File: src/rtl/vga_pkg.sv
// Shared constants, state encoding and frame-size helper for the VGA frame fetch path.
package vga_pkg;
    localparam int H_ACTIVE_DEF = 640;
    localparam int V_ACTIVE_DEF = 480;
    localparam int WORD_BYTES   = 16;
    localparam int PIX_PER_WORD = 4;

    typedef enum logic [1:0] {
        IDLE,
        WAIT_SPACE,
        REQ,
        DATA
    } fetch_state_t;

    function automatic int words_per_frame(input int h_active, input int v_active);
        return (h_active * v_active) / PIX_PER_WORD;
    endfunction
endpackage

File: src/rtl/vga_fetch_addr_gen.sv
// Frame addressing for the fetch master: base latch, word/beat counters and
// the end-of-burst / end-of-frame flags.
module vga_fetch_addr_gen
    import vga_pkg::*;
#(
    parameter int WORDS_PER_FRAME = 76800,
    parameter int BURST_LEN       = 16,
    parameter int WCNT_W          = 17
) (
    input  logic        vga_clk,
    input  logic        vga_reset_n,
    input  logic        start,
    input  logic        issue,
    input  logic        beat,
    input  logic [31:0] frame_base,
    output logic [31:0] cur_addr,
    output logic        last_beat,
    output logic        last_word
);
    localparam int BEAT_W = (BURST_LEN > 1) ? $clog2(BURST_LEN) : 1;

    logic [31:0]       base_q;
    logic [WCNT_W-1:0] word_cnt;
    logic [BEAT_W-1:0] beat_cnt;

    assign last_beat = (beat_cnt == BEAT_W'(BURST_LEN - 1));
    assign last_word = (word_cnt == WCNT_W'(WORDS_PER_FRAME - 1));

    // word_cnt only moves in whole bursts between requests, so base plus the
    // word offset is exactly the running burst address; it wraps at 2^32.
    assign cur_addr = base_q + (32'(word_cnt) * 32'(WORD_BYTES));

    always_ff @(posedge vga_clk or negedge vga_reset_n) begin
        if (!vga_reset_n) begin
            base_q   <= '0;
            word_cnt <= '0;
            beat_cnt <= '0;
        end else begin
            if (start) begin
                base_q   <= frame_base;
                word_cnt <= '0;
            end else if (beat) begin
                if (last_word) begin
                    base_q   <= frame_base;
                    word_cnt <= '0;
                end else begin
                    word_cnt <= word_cnt + WCNT_W'(1);
                end
            end

            if (issue)
                beat_cnt <= '0;
            else if (beat)
                beat_cnt <= beat_cnt + BEAT_W'(1);
        end
    end
endmodule

File: src/rtl/vga_frame_fetch.sv
// Burst read master that streams frame buffer words from DDR into the VGA
// pixel FIFO, one outstanding burst at a time, wrapping frame to frame.
module vga_frame_fetch
    import vga_pkg::*;
#(
    parameter int H_ACTIVE   = H_ACTIVE_DEF,
    parameter int V_ACTIVE   = V_ACTIVE_DEF,
    parameter int BURST_LEN  = 16,
    parameter int FIFO_DEPTH = 256,
    parameter int FIFO_AW    = 8
) (
    input  logic               vga_clk,
    input  logic               vga_reset_n,
    input  logic               enable,
    input  logic [31:0]        frame_base,
    output logic [31:0]        avm_address,
    output logic               avm_read,
    output logic [7:0]         avm_burstcount,
    input  logic               avm_waitrequest,
    input  logic [127:0]       avm_readdata,
    input  logic               avm_readdatavalid,
    input  logic [FIFO_AW:0]   fifo_usedw,
    output logic               fifo_wr_en,
    output logic [127:0]       fifo_wr_data,
    output logic               frame_done,
    output logic               busy
);
    localparam int WORDS_PER_FRAME = words_per_frame(H_ACTIVE, V_ACTIVE);
    localparam int WCNT_W          = $clog2(WORDS_PER_FRAME + 1);
    // Two words of slack: one for the registered write, one for usedw lag.
    localparam logic [FIFO_AW:0] SPACE_LIM = (FIFO_AW + 1)'(FIFO_DEPTH - BURST_LEN - 2);

    fetch_state_t state, state_nxt;
    logic         start, issue, beat;
    logic         last_beat, last_word;
    logic [31:0]  cur_addr;

    assign start = (state == IDLE) && enable;
    assign issue = (state == REQ) && !avm_waitrequest;
    assign beat  = (state == DATA) && avm_readdatavalid;

    vga_fetch_addr_gen #(
        .WORDS_PER_FRAME (WORDS_PER_FRAME),
        .BURST_LEN       (BURST_LEN),
        .WCNT_W          (WCNT_W)
    ) u_addr_gen (
        .vga_clk     (vga_clk),
        .vga_reset_n (vga_reset_n),
        .start       (start),
        .issue       (issue),
        .beat        (beat),
        .frame_base  (frame_base),
        .cur_addr    (cur_addr),
        .last_beat   (last_beat),
        .last_word   (last_word)
    );

    always_ff @(posedge vga_clk or negedge vga_reset_n) begin
        if (!vga_reset_n)
            state <= IDLE;
        else
            state <= state_nxt;
    end

    always_comb begin
        state_nxt      = state;
        avm_read       = 1'b0;
        avm_address    = '0;
        avm_burstcount = '0;
        busy           = (state != IDLE);
        case (state)
            IDLE: begin
                if (enable)
                    state_nxt = WAIT_SPACE;
            end
            WAIT_SPACE: begin
                if (!enable)
                    state_nxt = IDLE;
                else if (fifo_usedw <= SPACE_LIM)
                    state_nxt = REQ;
            end
            REQ: begin
                // enable is deliberately ignored: a posted request is never withdrawn.
                avm_read       = 1'b1;
                avm_address    = cur_addr;
                avm_burstcount = 8'(BURST_LEN);
                if (!avm_waitrequest)
                    state_nxt = DATA;
            end
            DATA: begin
                if (beat && last_beat)
                    state_nxt = enable ? WAIT_SPACE : IDLE;
            end
            default: state_nxt = IDLE;
        endcase
    end

    // Return data outside DATA (e.g. stragglers after a reset) never reaches the FIFO.
    always_ff @(posedge vga_clk or negedge vga_reset_n) begin
        if (!vga_reset_n) begin
            fifo_wr_en   <= 1'b0;
            fifo_wr_data <= '0;
            frame_done   <= 1'b0;
        end else begin
            fifo_wr_en <= beat;
            frame_done <= beat && last_word;
            if (beat)
                fifo_wr_data <= avm_readdata;
        end
    end
endmodule
File: config.mk
export PLATFORM = sky130hd
export DESIGN_NAME = vga_frame_fetch
export DESIGN_NICKNAME = d
export VERILOG_FILES = /design/src/rtl/vga_pkg.sv /design/src/rtl/vga_fetch_addr_gen.sv /design/src/rtl/vga_frame_fetch.sv
export SDC_FILE = /design/constraint.sdc
export NUM_CORES = 1
export LEC_CHECK = 0
export ABC_CLOCK_PERIOD_IN_PS = 7900
export CORE_MARGIN = 3
export CORE_UTILIZATION = 47
export CTS_CLUSTER_SIZE = 28
export DETAILED_ROUTE_END_ITERATION = 8
export PLACE_DENSITY = 0.9
export SLEW_MARGIN = 10
export SYNTH_ARGS = -nofsm -noshare
export SYNTH_HDL_FRONTEND = slang
export SYNTH_HIERARCHICAL = 1
export SYNTH_SLANG_ARGS = --single-unit
File: constraint.sdc
create_clock -name vga_clk -period 7.9 [get_ports vga_clk]
set_clock_uncertainty 0.1 [all_clocks]
set_input_delay 1.58 -clock vga_clk [delete_from_list [all_inputs] [get_ports vga_clk]]
set_output_delay 1.58 -clock vga_clk [all_outputs]
set_load 0.01 [all_outputs]
==> impl_summary.txt <==
----------------------------------------------------
[Global route]
  Busiest metal layer after global routing ... met2
  Number of global-route vias before repair ... 7852
  Met1 Track Usage GR ... 28.7%
  GRT met3 Usage ... 9.37%
  Pin count of the biggest net entering global routing ... 126
  GR Util met2 ... between 40% and 50%
  Initial antenna violation count ... 1
  Gr usage total ... 24.8%
  Residual overflow from global routing ... 0
  Global-route wire length before repair ... 39.6 mm

[Layout]
  Antenna diodes ... 0
  Final #Nets ... 1448
  Cell Count, Final, Fillers Out ... 1496
  Number of fillers in the final layout ... 1320
  Commonest non-fill, non-tap cell in the layout ... nand2_1
  Area of all placed cells without fillers ... 12700 µm²
  Layout-stage area growth over the synthesis result ... 46.5%
  Proportion of layout cells with a drive suffix above 1 ... 6.31%
  Leading cell types in the layout, fill and taps excluded ... nand2_1, clkdlybuf4s50_1, dfrtp_1
  Fin util ... 70.4%

[Timing]
  Setup TNS after final layout ... 0 ns
  Number of hold violations in the final report ... 0
  Minimum clock period after layout ... 5.60 ns
  Setup violators final ... 0
  Timing-limited maximum frequency ... 179 MHz
  Final hold slack ... 0.373 ns
  Slew Limit Fails ... 0
  Crit share post-route ... 70.8%
  Max-slew headroom ... 28.4%
  Unrepaired setup endpoints after global routing ... false
  Transition time at the pin with the least slew margin ... 1.07 ns

[Run status]
  Status ... complete, no violations

[Pwr]
  Power Density ... around 370 nW/µm²
  Leak pwr ... 6.02 nW
  Largest voltage drop on the vdd net ... 0.240 mV

[Clock tree]
  Number of cells upsized or downsized after cts ... 0
  Max clock buf depth ... 2
  Post-CTS Setup Repair Bufs ... 0
  Clk Latency, worst-skew pair ... 0.43 ns
  Clock sinks ... 185
  Cts bufs inserted ... 17
  Number of H-tree branching levels ... 4
  Clock-pin slew on the worst setup and hold paths ... 0.07 ns
  Clock tree from TritonCTS ... done
  Buffer cell driving the clock tree root ... clkbuf_16
  CTS Hold Bufs ... 0

[Detailed routing]
  Routed wirelength normalized by instance count ... between 15 and 20 µm
  Overall routed net length ... 25.3 mm
  Number of vias after detailed routing ... 7598
  Drt first-iter violations ... 398
  Number of search-and-repair iterations in the first detailed-routing pass ... 5
  DR vias/cell ... 5.08
  DRC viols ... 0
  Number of nets still failing antenna checks after routing ... 0

[Critical path]
  CP top delay family ... compound AO/OA/AOI/OAI gates
  CP bufs+invs ... 1
  R2R depth ... 5
  Most frequent cell on the critical path ... o21ai_0
  Endpoint class of the critical path ... output port
  Sort of element at the start of the critical path ... flop
  Critical Path Slowest Stage Cell ... a221oi_1
  Crit path cell chain ... ha_1 -> fa_1 -> a21o_1 -> a221oi_1 -> a211oi_2 -> o21ai_0 -> o21ai_0 -> xor2_1 -> and2_1 -> clkdlybuf4s50_1
  Total stage count of the critical path ... 10
  Classification of the worst setup path ... reg2out
  Critical path arrival ... 3.92 ns
  Max stage delay on crit path ... 0.64 ns
  Crit-path max FO ... 5
  Worst endpoint required time ... approximately 6.2 ns

[Place]
  DP Wirelength ... 18.6 mm
  Quantity of I/O buffers inserted on ports ... around 340
  Final estimated routing congestion in global placement ... between 0.8 and 0.9
  Placed standard-cell area ... ~12000 µm²
  Cell total after placement ... 1464

[Synthesis]
  Flop and latch count out of synthesis ... between 150 and 200
  Top-area cell type share of the netlist area ... about 53%
  Count of unique library cells instantiated by Yosys ... 58
  Sequential element share of the synthesized area ... 53.5%
  Cell accounting for the most synthesized area ... dfrtp_1
  Proportion of register bits with asynchronous set or reset after synthesis ... 100%
  Number of standard cells after synthesis ... approximately 940
  Number of enable flip-flop cells after synthesis ... 0
  Syn. warnings ... 6
  Mapped Area ... 8660 µm²
  Average cell area after synthesis ... 9.20 µm²
  Flip-flop cell with the highest count after synthesis ... dfrtp_1
  Leading post-synthesis cells by cell area ... dfrtp_1, nand2_1, mux2_2

[Job]
  Maxcap violations ... 0

[Floorplan]
  Die width ... 142 µm
  Vert. Die Dim ... 142 µm
  CORE AREA ... 18000 µm²
  Cell row count ... between 40 and 50
  Die area ... 20100 µm²
  Starting Density ... 48.0%
  IO Count ... 346

[Hold path]
  Hold depth ... 2
  Path type of the worst min-delay path ... reg2reg

----------------------------------------------------
## cell families (layout without fill, tap and decap cells)
logic type,count (synthesis),in the layout,share of synthesized area (%)
simple gates,533,533,25.9
flops,185,185,53.5
buf+inv,66,386,4.25
compound gates,64,64,5.19
xor+xnor,39,39,3.94
mux,33,33,4.26
fa+ha+maj,20,20,2.98
other cells,1,7,0.0433
## worst register-to-register path, stage by stage (launching register included)
cell     delay (ns)
dfrtp_1        0.49
nand3_4        0.33
inv_4          0.47
a21o_1         0.81
buf_4          0.45
mux2_2         0.40
## power breakdown
| part | internal, mW | leakage, nW | total, mW | switching (mW) |
|---|---|---|---|---|
| Clock | 0.457 | 0.296 | 0.878 | 0.421 |
| Combinational | 1.12 | 3.43 | 2.19 | 1.07 |
| Sequential | 1.37 | 2.29 | 1.64 | 0.270 |
## synth_stat cells, types with 2 or more instances
library cell / count
inv_1: 11
nand4_1: 11
and3_1: 12
buf_4: 15
o211ai_1: 6
and2_1: 34
a21o_1: 8
xnor2_1: 22
clkbuf_8: 2
a21o_2: 2
o21ai_0: 12
or2_2: 3
a21oi_1: 15
nand3_1: 9
nor3_1: 5
o21bai_1: 2
mux2_2: 31
xor2_1: 17
nor2b_1: 2
nor4_1: 2
o221ai_1: 2
or3_1: 2
ha_1: 19
buf_2: 32
mux2i_1: 2
dfrtp_1: 185
o21a_1: 3
nor2_1: 38
nand2_1: 403
a31oi_1: 3
clkbuf_1: 4
## worst paths after layout
check	startpoint	slack [ns]	to
setup reg to reg	flop	4.74	u_addr_gen/base_q[30]$_DFFE_PN0P_
hold / removal	fifo_wr_data[33]$_DFFE_PN0N_	0.37	fifo_wr_data[33]$_DFFE_PN0N_
min in group asynchronous	vga_reset_n	1.15	fifo_wr_data[14]$_DFFE_PN0N_
setup / recovery	u_addr_gen/word_cnt[0]$_DFFE_PN0P_	2.30	avm_address[24]
max in group asynchronous	vga_reset_n	5.14	fifo_wr_en$_DFF_PN0_
hold reg to reg	fifo_wr_data[33]$_DFFE_PN0N_	0.37	fifo_wr_data[33]$_DFFE_PN0N_
## area by class of cell
type,count,area [µm²],area share [%]
Sequential cell,185,4630,36.5
Multi-Input combinational cell,696,3700,29.2
Timing Repair Buffer,342,3420,26.9
Clock buffer,18,429,3.38
Tap cell,229,287,2.26
Clock inverter,14,176,1.39
Inverter,12,47.5,0.375
## registers in the layout (all words and copies together) (netlist names), named ones only
signal               count
fifo_wr_en               1
u_addr_gen/word_cnt     17
state                    1
fifo_wr_data           128
frame_done               1
u_addr_gen/beat_cnt      4
u_addr_gen/base_q       32
## through the flow
stage | worst slack (ns) | power [mW]
floorplan | 3.67 | 2.72
global placement | 2.80 | 3.77
detailed placement | 2.81 | 3.86
CTS | 2.32 | 4.76
global route | 2.12 | 5.02
finish | 2.30 | 4.71
## per-layer routing
metal	vias to the layer above	wire [µm]	part of all wire [%]
met1	3610	9330	37
met3	62	2360	9.3
met5	-	13	0.051
met4	2	1010	4.0
met2	298	12500	50
li1	3626	-	-
No activity file was read; power rests on OpenSTA's default activity.
